$ cat config.mk
export PLATFORM = sky130hd
export DESIGN_NAME = spi_cmd_dispatch
export DESIGN_NICKNAME = d
export VERILOG_FILES = /design/src/rtl/spi_cmd_dispatch.sv
export SDC_FILE = /design/constraint.sdc
export NUM_CORES = 1
export LEC_CHECK = 0
export ABC_AREA = 1
export CAP_MARGIN = 20
export CORE_MARGIN = 5
export CORE_UTILIZATION = 55
export CTS_BUF_LIST = sky130_fd_sc_hd__clkbuf_16
export DETAILED_ROUTE_END_ITERATION = 12
export PLACE_DENSITY = 0.94
export SETUP_SLACK_MARGIN = 0.3
export SLEW_MARGIN = 20
export SYNTH_ARGS = -nofsm -noshare
export SYNTH_HDL_FRONTEND = slang
export SYNTH_SLANG_ARGS = --single-unit
$ cat constraint.sdc
create_clock -name clk -period 8.05 [get_ports clk]
set_input_delay 1.61 -clock clk [delete_from_list [all_inputs] [get_ports clk]]
set_output_delay 1.61 -clock clk [all_outputs]
set_load 0.005 [all_outputs]
$ cat src/rtl/spi_cmd_dispatch.sv
// spi_cmd_dispatch: sequences command/address/data words captured by
// spi_slave_top, decodes them and updates slot and LED configuration
// registers. Interrupt reads return the sticky pending bits during the
// address-to-data gap so the slave can shift them out.
module spi_cmd_dispatch #(
   parameter int NUM_SLOTS            = 7,
   parameter int NUM_INTRPTS          = 4,
   parameter int NUM_IO_PINS_PER_SLOT = 10,
   parameter int SLOT_TYPE_WIDTH      = 4,
   parameter int QUAD_CNTR_WIDTH      = 32,
   parameter int PWM_WIDTH            = 24
) (
   input  logic                                      clk,
   input  logic                                      reset,
   input  logic [15:0]                               spi_cmd,
   input  logic                                      spi_cmd_valid,
   input  logic [7:0]                                spi_addr,
   input  logic                                      spi_addr_valid,
   input  logic [39:0]                               spi_data,
   input  logic                                      spi_data_valid,
   input  logic                                      spi_done,
   input  logic [NUM_SLOTS*NUM_INTRPTS-1:0]          intr_in,
   output logic [39:0]                               spi_sdo,
   output logic                                      spi_sdo_valid,
   output logic [PWM_WIDTH-1:0]                      pwm_period,
   output logic [PWM_WIDTH-1:0]                      pwm_duty,
   output logic [NUM_SLOTS*NUM_IO_PINS_PER_SLOT-1:0] dig_out,
   output logic [NUM_SLOTS*SLOT_TYPE_WIDTH-1:0]      slot_type,
   output logic [NUM_SLOTS-1:0]                      quad_set,
   output logic [QUAD_CNTR_WIDTH-1:0]                quad_set_value,
   output logic                                      cmd_err
);

   // Command codes shared with the host firmware
   localparam logic [15:0] C_SET_PWM_FREQ         = 16'h0010;
   localparam logic [15:0] C_SET_PWM_DUTY         = 16'h0011;
   localparam logic [15:0] C_SET_DIG_OUT          = 16'h0020;
   localparam logic [15:0] C_SET_SLOT_TYPE_CONFIG = 16'h0021;
   localparam logic [15:0] C_SET_QUAD_COUNTS      = 16'h0030;
   localparam logic [15:0] C_READ_INTERUPTS       = 16'h0040;

   // Address codes: slot cards are contiguous starting at SLOT_1_ADDRESS
   localparam logic [7:0] SLOT_1_ADDRESS = 8'h01;
   localparam logic [7:0] LED_ADDRESS    = 8'h10;

   localparam int SLOT_W = (NUM_SLOTS > 1) ? $clog2(NUM_SLOTS) : 1;
   localparam int NUM_INTR_BITS = NUM_SLOTS * NUM_INTRPTS;

   localparam logic [2:0] S_IDLE = 3'd0;
   localparam logic [2:0] S_ADDR = 3'd1;
   localparam logic [2:0] S_RESP = 3'd2;
   localparam logic [2:0] S_DATA = 3'd3;
   localparam logic [2:0] S_EXEC = 3'd4;

   logic [2:0]               state;
   logic [15:0]              cmd_q;
   logic [SLOT_W-1:0]        slot_q;
   logic                     err_q;
   logic [39:0]              data_q;
   logic [NUM_INTR_BITS-1:0] intr_pend;

   logic addr_is_slot;
   logic addr_is_led;
   logic addr_ok;
   logic addr_read;

   logic [PWM_WIDTH-1:0] data_pwm;
   logic                 data_unused;

   assign data_pwm    = data_q[PWM_WIDTH-1:0];
   assign data_unused = ^data_q;

   // Decode the latched command against the incoming address word
   always_comb begin
      addr_is_slot = (spi_addr >= SLOT_1_ADDRESS) &&
                     (spi_addr <  SLOT_1_ADDRESS + 8'(NUM_SLOTS));
      addr_is_led  = (spi_addr == LED_ADDRESS);
      addr_ok      = 1'b0;
      addr_read    = 1'b0;
      case (cmd_q)
         C_SET_PWM_FREQ,
         C_SET_PWM_DUTY:         addr_ok = addr_is_led;
         C_SET_DIG_OUT,
         C_SET_SLOT_TYPE_CONFIG,
         C_SET_QUAD_COUNTS:      addr_ok = addr_is_slot;
         C_READ_INTERUPTS: begin
            addr_ok   = addr_is_slot;
            addr_read = 1'b1;
         end
         default:                addr_ok = 1'b0;
      endcase
   end

   // Transaction sequencer, register writes and interrupt capture
   always_ff @(posedge clk) begin
      if (reset) begin
         state          <= S_IDLE;
         cmd_q          <= '0;
         slot_q         <= '0;
         err_q          <= 1'b0;
         data_q         <= '0;
         intr_pend      <= '0;
         spi_sdo        <= '0;
         spi_sdo_valid  <= 1'b0;
         pwm_period     <= '0;
         pwm_duty       <= '0;
         dig_out        <= '0;
         slot_type      <= '0;
         quad_set       <= '0;
         quad_set_value <= '0;
         cmd_err        <= 1'b0;
      end else begin
         spi_sdo_valid <= 1'b0;
         cmd_err       <= 1'b0;
         quad_set      <= '0;
         intr_pend     <= intr_pend | intr_in;

         // A new command always wins over chip-select release and over
         // the normal state action, so an abort never also produces a
         // response or a register write.
         if (spi_cmd_valid && (state != S_IDLE)) begin
            cmd_err <= 1'b1;
            cmd_q   <= spi_cmd;
            state   <= S_ADDR;
         end else if (spi_done && (state == S_ADDR || state == S_RESP ||
                                   state == S_DATA)) begin
            cmd_err <= 1'b1;
            state   <= S_IDLE;
         end else begin
            case (state)
               S_IDLE: begin
                  if (spi_cmd_valid) begin
                     cmd_q <= spi_cmd;
                     state <= S_ADDR;
                  end
               end
               S_ADDR: begin
                  if (spi_addr_valid) begin
                     slot_q <= SLOT_W'(spi_addr - SLOT_1_ADDRESS);
                     err_q  <= ~addr_ok;
                     state  <= (addr_ok && addr_read) ? S_RESP : S_DATA;
                  end
               end
               S_RESP: begin
                  spi_sdo       <= 40'(intr_pend);
                  spi_sdo_valid <= 1'b1;
                  // Reported bits clear; lines still high this cycle re-arm
                  intr_pend     <= intr_in;
                  state         <= S_DATA;
               end
               S_DATA: begin
                  if (spi_data_valid) begin
                     data_q <= spi_data;
                     state  <= S_EXEC;
                  end
               end
               S_EXEC: begin
                  state <= S_IDLE;
                  if (err_q) begin
                     cmd_err <= 1'b1;
                  end else begin
                     case (cmd_q)
                        C_SET_PWM_FREQ: begin
                           pwm_period <= data_pwm;
                           if (pwm_duty > data_pwm)
                              pwm_duty <= data_pwm;
                        end
                        C_SET_PWM_DUTY: begin
                           pwm_duty <= (data_pwm > pwm_period) ? pwm_period : data_pwm;
                        end
                        C_SET_DIG_OUT: begin
                           dig_out[int'(slot_q)*NUM_IO_PINS_PER_SLOT +: NUM_IO_PINS_PER_SLOT]
                              <= data_q[NUM_IO_PINS_PER_SLOT-1:0];
                        end
                        C_SET_SLOT_TYPE_CONFIG: begin
                           slot_type[int'(slot_q)*SLOT_TYPE_WIDTH +: SLOT_TYPE_WIDTH]
                              <= data_q[SLOT_TYPE_WIDTH-1:0];
                        end
                        C_SET_QUAD_COUNTS: begin
                           quad_set_value   <= data_q[QUAD_CNTR_WIDTH-1:0];
                           quad_set[slot_q] <= 1'b1;
                        end
                        default: begin
                        end
                     endcase
                  end
               end
               default: state <= S_IDLE;
            endcase
         end
      end
   end

endmodule

==> results.yml, run 1 <==
outcome:
  outcome: "completed"
sta:
  relSlewSlack_pct: 25.4
  worst_pin_slew_ns: 1.12
  grt_setup_unrepaired: "no"
  min_period_ns: 4.19
  finalWorstSetupSlack_ns: 3.86
  finalSetupViolations: 0
  hold_violations: 0
  fin_tns_setup_ns: 0
  skew_ns: 0.0177
  fmax_ghz: 0.238
  fin_crit_sh_pct: 52.1
  finalMaxSlewViolations: 0
floorplanning:
  fp.dieH_um: 172
  initial_core_util_pct: 55.5
  die_area_mm2: 0.0295
  num_rows: 59
  io_pins: 325
  die_w_um: 172
  core_region_area_mm2: 0.0259
drt:
  via_count: 15000
  drt-total-wl_um: 47400
  ant_nets: 0
  wl_per_cell_um: 17.7
  first_iter_violations: 1565
  routed_via_density: 5.63
  drcViolationCount: 0
  first_pass_iters: 6
place:
  port_buffers: 304
  routabilityCongestion: 0.974
  dp_slack_ns: 3.38
  dp_hpwl_um: 33500
worst_setup_path:
  startpoint: "spi_cmd_valid"
  r2r_start: "slot_q[0]$_SDFFE_PP0P_"
  r2r_end: "dig_out[19]$_SDFFE_PP0P_"
  end_kind: "flip-flop"
  crit_type: "primary input to flip-flop"
  crit_arrival_ns: 4.62
  crit_fanout: 64
  crit_end: "data_q[16]$_SDFFE_PP0P_"
  startpoint_type: "primary input"
  rrSetupSlack_ns: 4.15
  reg2reg_depth: 13
  cp.required_ns: 8.47
cells_and_area:
  syn_to_final_growth_pct: 28.3
  drive_above_1_share_pct: 5.40
  fin_nets: 2465
  ff_latch_area_mm2: 0.00597
  multi_input_area_mm2: 0.00713
  fill_cells: 1960
job:
  maxCapViolCount: 0
cts:
  root_buffer: "clkbuf_16"
  hold_buffers: 0
  htree_levels: 1
  clk_latency_ns: 0.56
  clockBufferDepth: 3
  cts_setup_buffers: 0
  cts_tree: "done"
  cts-resized-gates: 0
  clock_sinks: 298
  clkSlewWorstSetupHoldPaths_ns: 0.06
  cts_buffers: 30
yosys:
  synthFlopType: "dfxtp_1"
  synth_cell_types: 45
  avgSynthCellArea_um2: 6.97
  synthTopCellsByArea: "dfxtp_1, nand2_1, nor2_1"
  ys_ff_latch: 298
  netlist_area_mm2: 0.0144
  ys_seq_area_share_pct: 41.5
  synth_edf_count: 0
  synthArstFlopShare_pct: 0
  yosysWarnings: 0
  synth_top_area_cell: "dfxtp_1"
  yosysTopAreaCellShare_pct: 41.5
  netlist_instances: 2062
pwr:
  peakVddDrop_mv: 0.174
  power_density_mw_per_mm2: 203
  leakagePower_nw: 7.85
global_route:
  grt_pass1_vias: 14100
  grt-ovfl-total: 0
  grt_use_total_pct: 30.7
  grt_pass1_wl_um: 74100
  grt_antenna_before_repair: 3
  grt_max_degree: 126
min_path:
  min_path_type: "flip-flop to flip-flop"
  holdPathStages: 2
[cell families after synthesis]
family,after synthesis,share of synthesized area [%]
other,1,0.0261
flip-flops,298,41.5
AO/OA/AOI/OAI,423,15.8
XOR/XNOR,2,0.252
adder cells (fa/ha/maj),58,5.05
buffers and inverters,334,9.37
AND/OR/NAND/NOR,946,28.0
[through the flow]
step / power, W / hold slack [ns] / cells / util [%] / area (µm²)
finish: 0.00374 / 0.448 / 2670 / 71.2 / 18500
global route: 0.00390 / 0.468 / 2670 / 71.2 / 18500
CTS: 0.00373 / 0.450 / 2667 / 71.2 / 18400
detailed placement: 0.00237 / 0.441 / 2612 / 67.5 / 17500
global placement: 0.00236 / 0.436 / 2612 / 67.5 / 17500
floorplan: 0.00215 / 0.429 / 2073 / - / 14400
[cell type report]
| class | instances | area share [%] |
|---|---|---|
| Clock buffer | 31 | 4.20 |
| Sequential cell | 298 | 32.3 |
| Clock inverter | 24 | 1.03 |
| Antenna cell | 3 | 0.0407 |
| Inverter | 222 | 4.56 |
| Multi-Input combinational cell | 1441 | 38.6 |
| Timing Repair Buffer | 316 | 17.0 |
| Tap cell | 335 | 2.27 |
[power breakdown]
group	total, W	switching (W)	internal, W	leakage, nW
combinational	0.000823	0.000607	0.000217	4.95
sequential	0.00154	0.0000307	0.00151	2.41
clock	0.00138	0.000587	0.000789	0.492
total	0.00374	0.00122	0.00252	7.85
[routing by layer]
metal  vias up  GRT usage [%]  routed length [µm]
li1       7176              -                   -
met1      6941           39.7               18700
met2       769           49.8               21800
met3       158           6.18                4650
met4         0           13.5                2280
met5         -              0                   0
[sequential cells by signal (all words and copies together) (netlist names), 7 cells and up]
name            count
spi_sdo            28
pwm_duty           24
pwm_period         24
cmd_q              16
slot_type          28
dig_out            70
quad_set_value     32
quad_set            7
data_q             32
intr_pend          28
[worst min path at each step]
stage	start	to	slack, ns
2_1_floorplan	data_q[24]$_SDFFE_PP0P_	data_q[24]$_SDFFE_PP0P_	0.43
3_3_place_gp	slot_type[16]$_SDFFE_PP0P_	slot_type[16]$_SDFFE_PP0P_	0.44
3_5_place_dp	slot_type[16]$_SDFFE_PP0P_	slot_type[16]$_SDFFE_PP0P_	0.44
4_1_cts	slot_type[16]$_SDFFE_PP0P_	slot_type[16]$_SDFFE_PP0P_	0.45
5_1_grt	slot_type[17]$_SDFFE_PP0P_	slot_type[17]$_SDFFE_PP0P_	0.47
6_report	slot_type[16]$_SDFFE_PP0P_	slot_type[16]$_SDFFE_PP0P_	0.45
[cells in the mapped netlist (2+ instances only)]
library cell  instances
nand2_1             397
nor2_1              329
dfxtp_1             298
inv_1               209
a21oi_1             173
o21ai_0             172
nand3_1             126
clkbuf_1             73
ha_1                 58
a31oi_1              34
a211oi_1             26
nand4_1              20
nor2_2               20
nor3_1               19
buf_2                17
buf_4                16
inv_2                10
nand2_2              10
nor2_4                9
o31ai_1               6
buf_1                 5
nand3_2               4
nor3_2                3
o21ai_1               3
inv_4                 2
nor4_1                2
o21a_1                2
o22ai_1               2
[critical path: stages]
cell	delay, ns
clkdlybuf4s50_1	0.62
inv_2	0.84
a21oi_1	0.18
nor2_2	0.18
buf_4	0.35
nand3_2	0.12
buf_4	0.33
o21ai_0	0.29
a21oi_1	0.07
[placed cells by master, fill, tap and decap left out, types with 7 or more instances in the layout]
| master | n |
|---|---|
| inv_1 | 213 |
| ha_1 | 58 |
| clkinv_1 | 7 |
| a21oi_1 | 173 |
| nand4_1 | 20 |
| nor2_1 | 328 |
| conb_1 | 12 |
| clkbuf_16 | 31 |
| a211oi_1 | 26 |
| nor2_4 | 9 |
| o21ai_0 | 172 |
| clkinv_2 | 7 |
| inv_2 | 10 |
| clkdlybuf4s50_1 | 303 |
| dfxtp_1 | 298 |
| nor3_1 | 18 |
| nand2_2 | 10 |
| nand2_1 | 397 |
| a31oi_1 | 34 |
| buf_4 | 13 |
| nand3_1 | 125 |
| nor2_2 | 21 |
No activity file was read; power rests on OpenSTA's default activity.
==> run 2, diff against run 1 <==
CORE_UTILIZATION = 51   (was 55)
PLACE_DENSITY = 0.89   (was 0.94)
clock period = 4.1 ns   (was 8.05 ns; I/O delays follow)
==> run 2 against run 1 <==
Net effect: first-iteration DRC count decreased by 17%; register-to-register slack got worse by 3.4 ns; worst setup slack got worse by 3.1 ns; critical path depth increased by 7; highest routed layer unchanged; clock skew decreased by 0.0045 ns; largest cell class unchanged.
==> results.yml, run 2 (synthesized netlist as in run 1, its figures left out) <==
cells_and_area:
  final_cell_mix: "nand2_1, nor2_1, clkdlybuf4s50_1"
  reg.largest.list: "dig_out: 70 flops, data_q: 32 flops, quad_set_value: 32 flops"
  multi_input_area_mm2: 0.00713
  fin_nets: 2474
  syn_to_final_growth_pct: 29.8
  drive_above_1_share_pct: 5.81
  fill_cells: 2281
  ff_latch_area_mm2: 0.00597
  top_register: "dig_out"
  final_common_cell: "nand2_1"
  largest_register_ff_count: 70
sta:
  finalSetupViolations: 0
  min_period_ns: 3.31
  skew_ns: 0.0132
  fmax_ghz: 0.302
  finalMaxSlewViolations: 0
  grt_setup_unrepaired: "no"
  hold_violations: 0
  fin_tns_setup_ns: 0
  worst_pin_slew_ns: 1.03
  finalWorstSetupSlack_ns: 0.789
  fin_crit_sh_pct: 80.8
  relSlewSlack_pct: 31.0
floorplanning:
  io_pins: 325
  initial_core_util_pct: 51.8
  die_w_um: 178
  die_area_mm2: 0.0317
  num_rows: 61
  fp.dieH_um: 178
  core_region_area_mm2: 0.0278
pwr:
  p_seq_share_pct: 40.0
  p_sw_share_pct: 32.0
  power_density_mw_per_mm2: 406
  p_sw_w: 0.00243
  leakagePower_nw: 7.93
  pwr-share-comb_pct: 21.9
  peakVddDrop_mv: 0.351
  pwr-share-clk_pct: 38.2
  p_int_w: 0.00515
cts:
  clk_latency_ns: 0.56
  clockBufferDepth: 3
  cts_setup_buffers: 0
  htree_levels: 1
  cts_tree: "done"
  cts-resized-gates: 0
  clkSlewWorstSetupHoldPaths_ns: 0.06
  root_buffer: "clkbuf_16"
  cts_buffers: 30
  hold_buffers: 0
  clock_sinks: 298
worst_setup_path:
  crit_arrival_ns: 3.78
  cp.required_ns: 4.57
  crit_buf_inv: 5
  cp_num_cells: 16
  crit_type: "flip-flop to flip-flop"
  slowest_stage: "ha_1"
  crit_chain: "ha_1, ha_1, inv_1, ha_1, inv_1, nand2_1, nor2_1, ha_1, inv_1, nor2_2, inv_2, nor2_4, inv_4, nor2_2, o21ai_0, a21oi_1"
  reg2reg_depth: 16
  crit_top_cell: "ha_1"
  cp_top_family: "adder cells"
  crit_fanout: 10
  slowest_delay_ns: 0.47
  startpoint_type: "flip-flop"
  end_kind: "flip-flop"
drt:
  drcViolationCount: 0
  wl_met3_um: 4720
  drt-total-wl_um: 47900
  routed_via_density: 5.47
  first_iter_violations: 1296
  via_count: 14900
  ant_nets: 0
  wl_per_cell_um: 17.6
  first_pass_iters: 6
  routed.top_layer: "met4"
  met1_length_um: 19000
  wl_met2_um: 21900
global_route:
  grt_antenna_before_repair: 3
  grt_pass1_wl_um: 75400
  grt_max_degree: 91
  grt_pass1_vias: 14300
  grt-ovfl-total: 0
  grt_use_total_pct: 29.3
outcome:
  outcome: "completed"
min_path:
  min_path_type: "flip-flop to flip-flop"
  holdPathStages: 2
place:
  routabilityCongestion: 0.970
  dp_hpwl_um: 34500
  port_buffers: 304
  dp_slack_ns: 0.842
job:
  maxCapViolCount: 0
-- run 2: cell types whose count changed in the layout (fill, tap and decap cells not counted) --
cell | previous run | this run
bufinv_16 | 3 | 6
buf_12 | 0 | 1
clkinv_4 | 1 | 0
inv_1 | 213 | 211
clkinv_1 | 7 | 8
buf_4 | 13 | 21
clkinvlp_4 | 2 | 1
-- run 2: routing by layer --
| layer | global-route usage (%) | vias to the layer above |
|---|---|---|
| met3 | 6.01 | 138 |
| met5 | 0 | - |
| met2 | 47.4 | 755 |
| met4 | 12.4 | 0 |
| li1 | - | 7188 |
| met1 | 38.0 | 6819 |
-- run 2: power groups by stage --
stage	combinational [W]	clock, W	sequential, W
floorplan	0.00114	0	0.00307
global placement	0.00159	0	0.00309
detailed placement	0.00161	0	0.00309
CTS	0.00161	0.00292	0.00303
global route	0.00180	0.00305	0.00303
finish	0.00166	0.00289	0.00303
-- run 2: through the flow --
| stage | std cells | hold WS [ns] | power [W] | util, % | cell area [µm²] |
|---|---|---|---|---|---|
| after floorplan | 2073 | 0.429 | 0.00421 | - | 14400 |
| after global placement | 2664 | 0.436 | 0.00467 | 63.4 | 17600 |
| after detailed placement | 2664 | 0.444 | 0.00470 | 63.4 | 17600 |
| after CTS | 2719 | 0.454 | 0.00756 | 67.1 | 18700 |
| after global routing | 2722 | 0.469 | 0.00788 | 67.2 | 18700 |
| final | 2722 | 0.452 | 0.00757 | 67.2 | 18700 |
-- run 2: path summary, 6_finish.rpt --
kind / from / to / slack [ns]
max: slot_q[2]$_SDFFE_PP0P_ / dig_out[15]$_SDFFE_PP0P_ / 0.79
min: data_q[24]$_SDFFE_PP0P_ / data_q[24]$_SDFFE_PP0P_ / 0.45
max reg2reg: slot_q[2]$_SDFFE_PP0P_ / dig_out[15]$_SDFFE_PP0P_ / 0.79
min reg2reg: data_q[24]$_SDFFE_PP0P_ / data_q[24]$_SDFFE_PP0P_ / 0.45
-- run 2: worst min-delay path, cell delays in order (launching register included) --
cell	delay [ns]
dfxtp_1	0.30
inv_1	0.06
a21oi_1	0.05
-- run 2: cell type report --
class                   instances  share of cell area (%)
diodes                          3                  0.0402
clock buffers                  31                    4.16
clock inverters                24                    1.39
inverters                     222                    4.51
multi-input cells            1441                    38.2
flip-flops and latches        298                    32.0
well taps                     378                    2.53
repair buffers                325                    17.2
==> run 3, diff against run 2 <==
CORE_UTILIZATION = 46   (was 51)
PLACE_DENSITY = 0.85   (was 0.89)
clock period = 2.8 ns   (was 4.1 ns; I/O delays follow)
==> run 3 against run 2 <==
Net effect: register-to-register slack lost 0.55 ns; first-iteration DRC count shrank 6.1%; wire length grew 4.6%; combinational power grew 90%; sequential share of layout area shrank 1.8 points; non-clock buffer count grew 63; design area grew 6.2%; maximum frequency grew 29%; sequential cell count is the same; via count grew 2.4%; power grew 58%; clock skew grew 0.0066 ns; critical endpoint is now dig_out[6]$_SDFFE_PP0P_; largest cell class unchanged.
==> results.yml, run 3 (synthesized netlist as in run 1, its figures left out) <==
min_path:
  min_path_type: "flip-flop to flip-flop"
  min_delay_worst_endpoint: "data_q[27]$_SDFFE_PP0P_"
  holdPathStages: 2
  min-delay-start: "data_q[27]$_SDFFE_PP0P_"
floorplanning:
  core_region_area_mm2: 0.0307
  num_rows: 64
  die_w_um: 187
  die_area_mm2: 0.0349
  fp.dieH_um: 187
  io_pins: 325
  initial_core_util_pct: 46.8
cells_and_area:
  reg.largest.list: "dig_out: 70 flops, data_q: 32 flops, quad_set_value: 32 flops"
  ff_latch_area_mm2: 0.00597
  top_register: "dig_out"
  fin_cells: 2809
  largest_register_ff_count: 70
  fin_nets: 2542
  fill_cells: 2553
  drive_above_1_share_pct: 12.1
  final_common_cell: "nand2_1"
  final_cell_mix: "nand2_1, nor2_1, clkdlybuf4s50_1"
  finalInstanceArea_mm2: 0.0198
  multi_input_area_mm2: 0.00759
  syn_to_final_growth_pct: 37.9
sta:
  fin_crit_sh_pct: 91.4
  skew_ns: 0.0198
  fmax_ghz: 0.391
  finalMaxSlewViolations: 0
  finalWorstSetupSlack_ns: 0.242
  finalSetupViolations: 0
  hold_violations: 0
  fin_tns_setup_ns: 0
  worst_hold_slack_ns: 0.452
  relSlewSlack_pct: 51.0
  grt_setup_unrepaired: "yes"
  min_period_ns: 2.56
  worst_pin_slew_ns: 0.727
cts:
  cts_tree: "done"
  clockBufferDepth: 3
  clkSlewWorstSetupHoldPaths_ns: 0.06
  htree_levels: 2
  clock_sinks: 298
  root_buffer: "clkbuf_16"
  clk_latency_ns: 0.51
  cts_buffers: 34
place:
  dp_slack_ns: 0.0213
  dp.cells: 2727
  port_buffers: 304
  dp_hpwl_um: 35700
  postPlaceCellArea_mm2: 0.0180
  routabilityCongestion: 0.974
pwr:
  leakagePower_nw: 8.42
  peakVddDrop_mv: 0.526
  power_density_mw_per_mm2: 602
worst_setup_path:
  end_kind: "flip-flop"
  crit_fanout: 4
  crit_arrival_ns: 2.95
  startpoint_type: "flip-flop"
  r2r_start: "slot_q[0]$_SDFFE_PP0P_"
  crit_type: "flip-flop to flip-flop"
  reg2reg_depth: 16
  r2r_end: "dig_out[6]$_SDFFE_PP0P_"
  startpoint: "slot_q[0]$_SDFFE_PP0P_"
  rrSetupSlack_ns: 0.24
  cp.required_ns: 3.20
drt:
  routed_via_density: 5.43
  via_count: 15300
  ant_nets: 0
  first_iter_violations: 1217
  drcViolationCount: 0
  wl_per_cell_um: 17.8
  first_pass_iters: 6
  drt-total-wl_um: 50100
global_route:
  grt-ovfl-total: 0
  grt_max_degree: 88
  grt_pass1_wl_um: 78400
  grt_pass1_vias: 14900
  grt_use_total_pct: 27.0
  grt_antenna_before_repair: 4
outcome:
  outcome: "completed"
job:
  maxCapViolCount: 0
==> run 3: changes by cell type in the layout (fill, tap and decap cells not counted), moves of 6 or more <==
cell	previous run	this run
a21oi_1	173	167
buf_12	1	8
buf_4	21	67
buf_6	0	7
inv_1	211	201
nand2_1	397	376
nand2_2	10	24
nand2_4	1	8
nand3_1	125	117
nor2_1	328	304
nor2_4	9	29
o21ai_0	172	163
o21ai_1	3	9
==> run 3: worst max path at each step <==
stage / end / slack (ns)
2_1_floorplan: dig_out[24]$_SDFFE_PP0P_ / 0.30
3_3_place_gp: pwm_duty[5]$_SDFFE_PP0P_ / 0.09
3_5_place_dp: pwm_duty[19]$_SDFFE_PP0P_ / 0.02
4_1_cts: dig_out[8]$_SDFFE_PP0P_ / 0.30
5_1_grt: dig_out[65]$_SDFFE_PP0P_ / 0.15
6_report: dig_out[6]$_SDFFE_PP0P_ / 0.24
==> run 3: metal layers <==
| layer | routed length [µm] | global-route usage, % |
|---|---|---|
| met1 | 19800 | 33.1 |
| met2 | 22700 | 44.2 |
| met3 | 4950 | 7.94 |
| met4 | 2580 | 12.0 |
| met5 | 13 | 0 |
==> run 3: layout make-up <==
type,instances,area share (%)
Antenna cell,3,0.0379
Clock buffer,35,4.42
Clock inverter,25,1.05
Inverter,222,4.34
Multi-Input combinational cell,1442,38.3
Sequential cell,298,30.1
Tap cell,396,2.50
Timing Repair Buffer,388,19.3
==> run 3: where the power goes <==
part | internal (W) | switching, W | leakage, nW
combinational | 0.00102 | 0.00213 | 5.46
sequential | 0.00435 | 0.0000727 | 2.42
clock | 0.00256 | 0.00180 | 0.541
==> run 3: repair_timing <==
item                       in CTS  in global routing
gates resized for setup        50                105
buffers inserted                4                 13
gates cloned                    1                  1
setup endpoints to repair      94                110
pin swaps                      12                 36
hold buffers                    0                  0
==> run 3: per-stage QoR <==
step                      total power (W)  util, %
after detailed placement          0.00711     58.6
after CTS                          0.0116     62.8
after floorplan                   0.00618        -
after global placement            0.00707     58.6
final                              0.0119     64.5
after global routing               0.0124     64.5
==> run 3: worst max-delay path, stage by stage, from the launching register on <==
cell and delay (ns):
dfxtp_4 0.35, ha_4 0.16, ha_4 0.15, inv_2 0.06
ha_4 0.20, inv_2 0.06, nand2_1 0.05, nor2_1 0.11
ha_2 0.32, inv_4 0.10, nand4_1 0.14, a21oi_4 0.24
nand2_2 0.12, a21oi_2 0.16, nand2_1 0.08, nor2_1 0.10
nor2_1 0.05
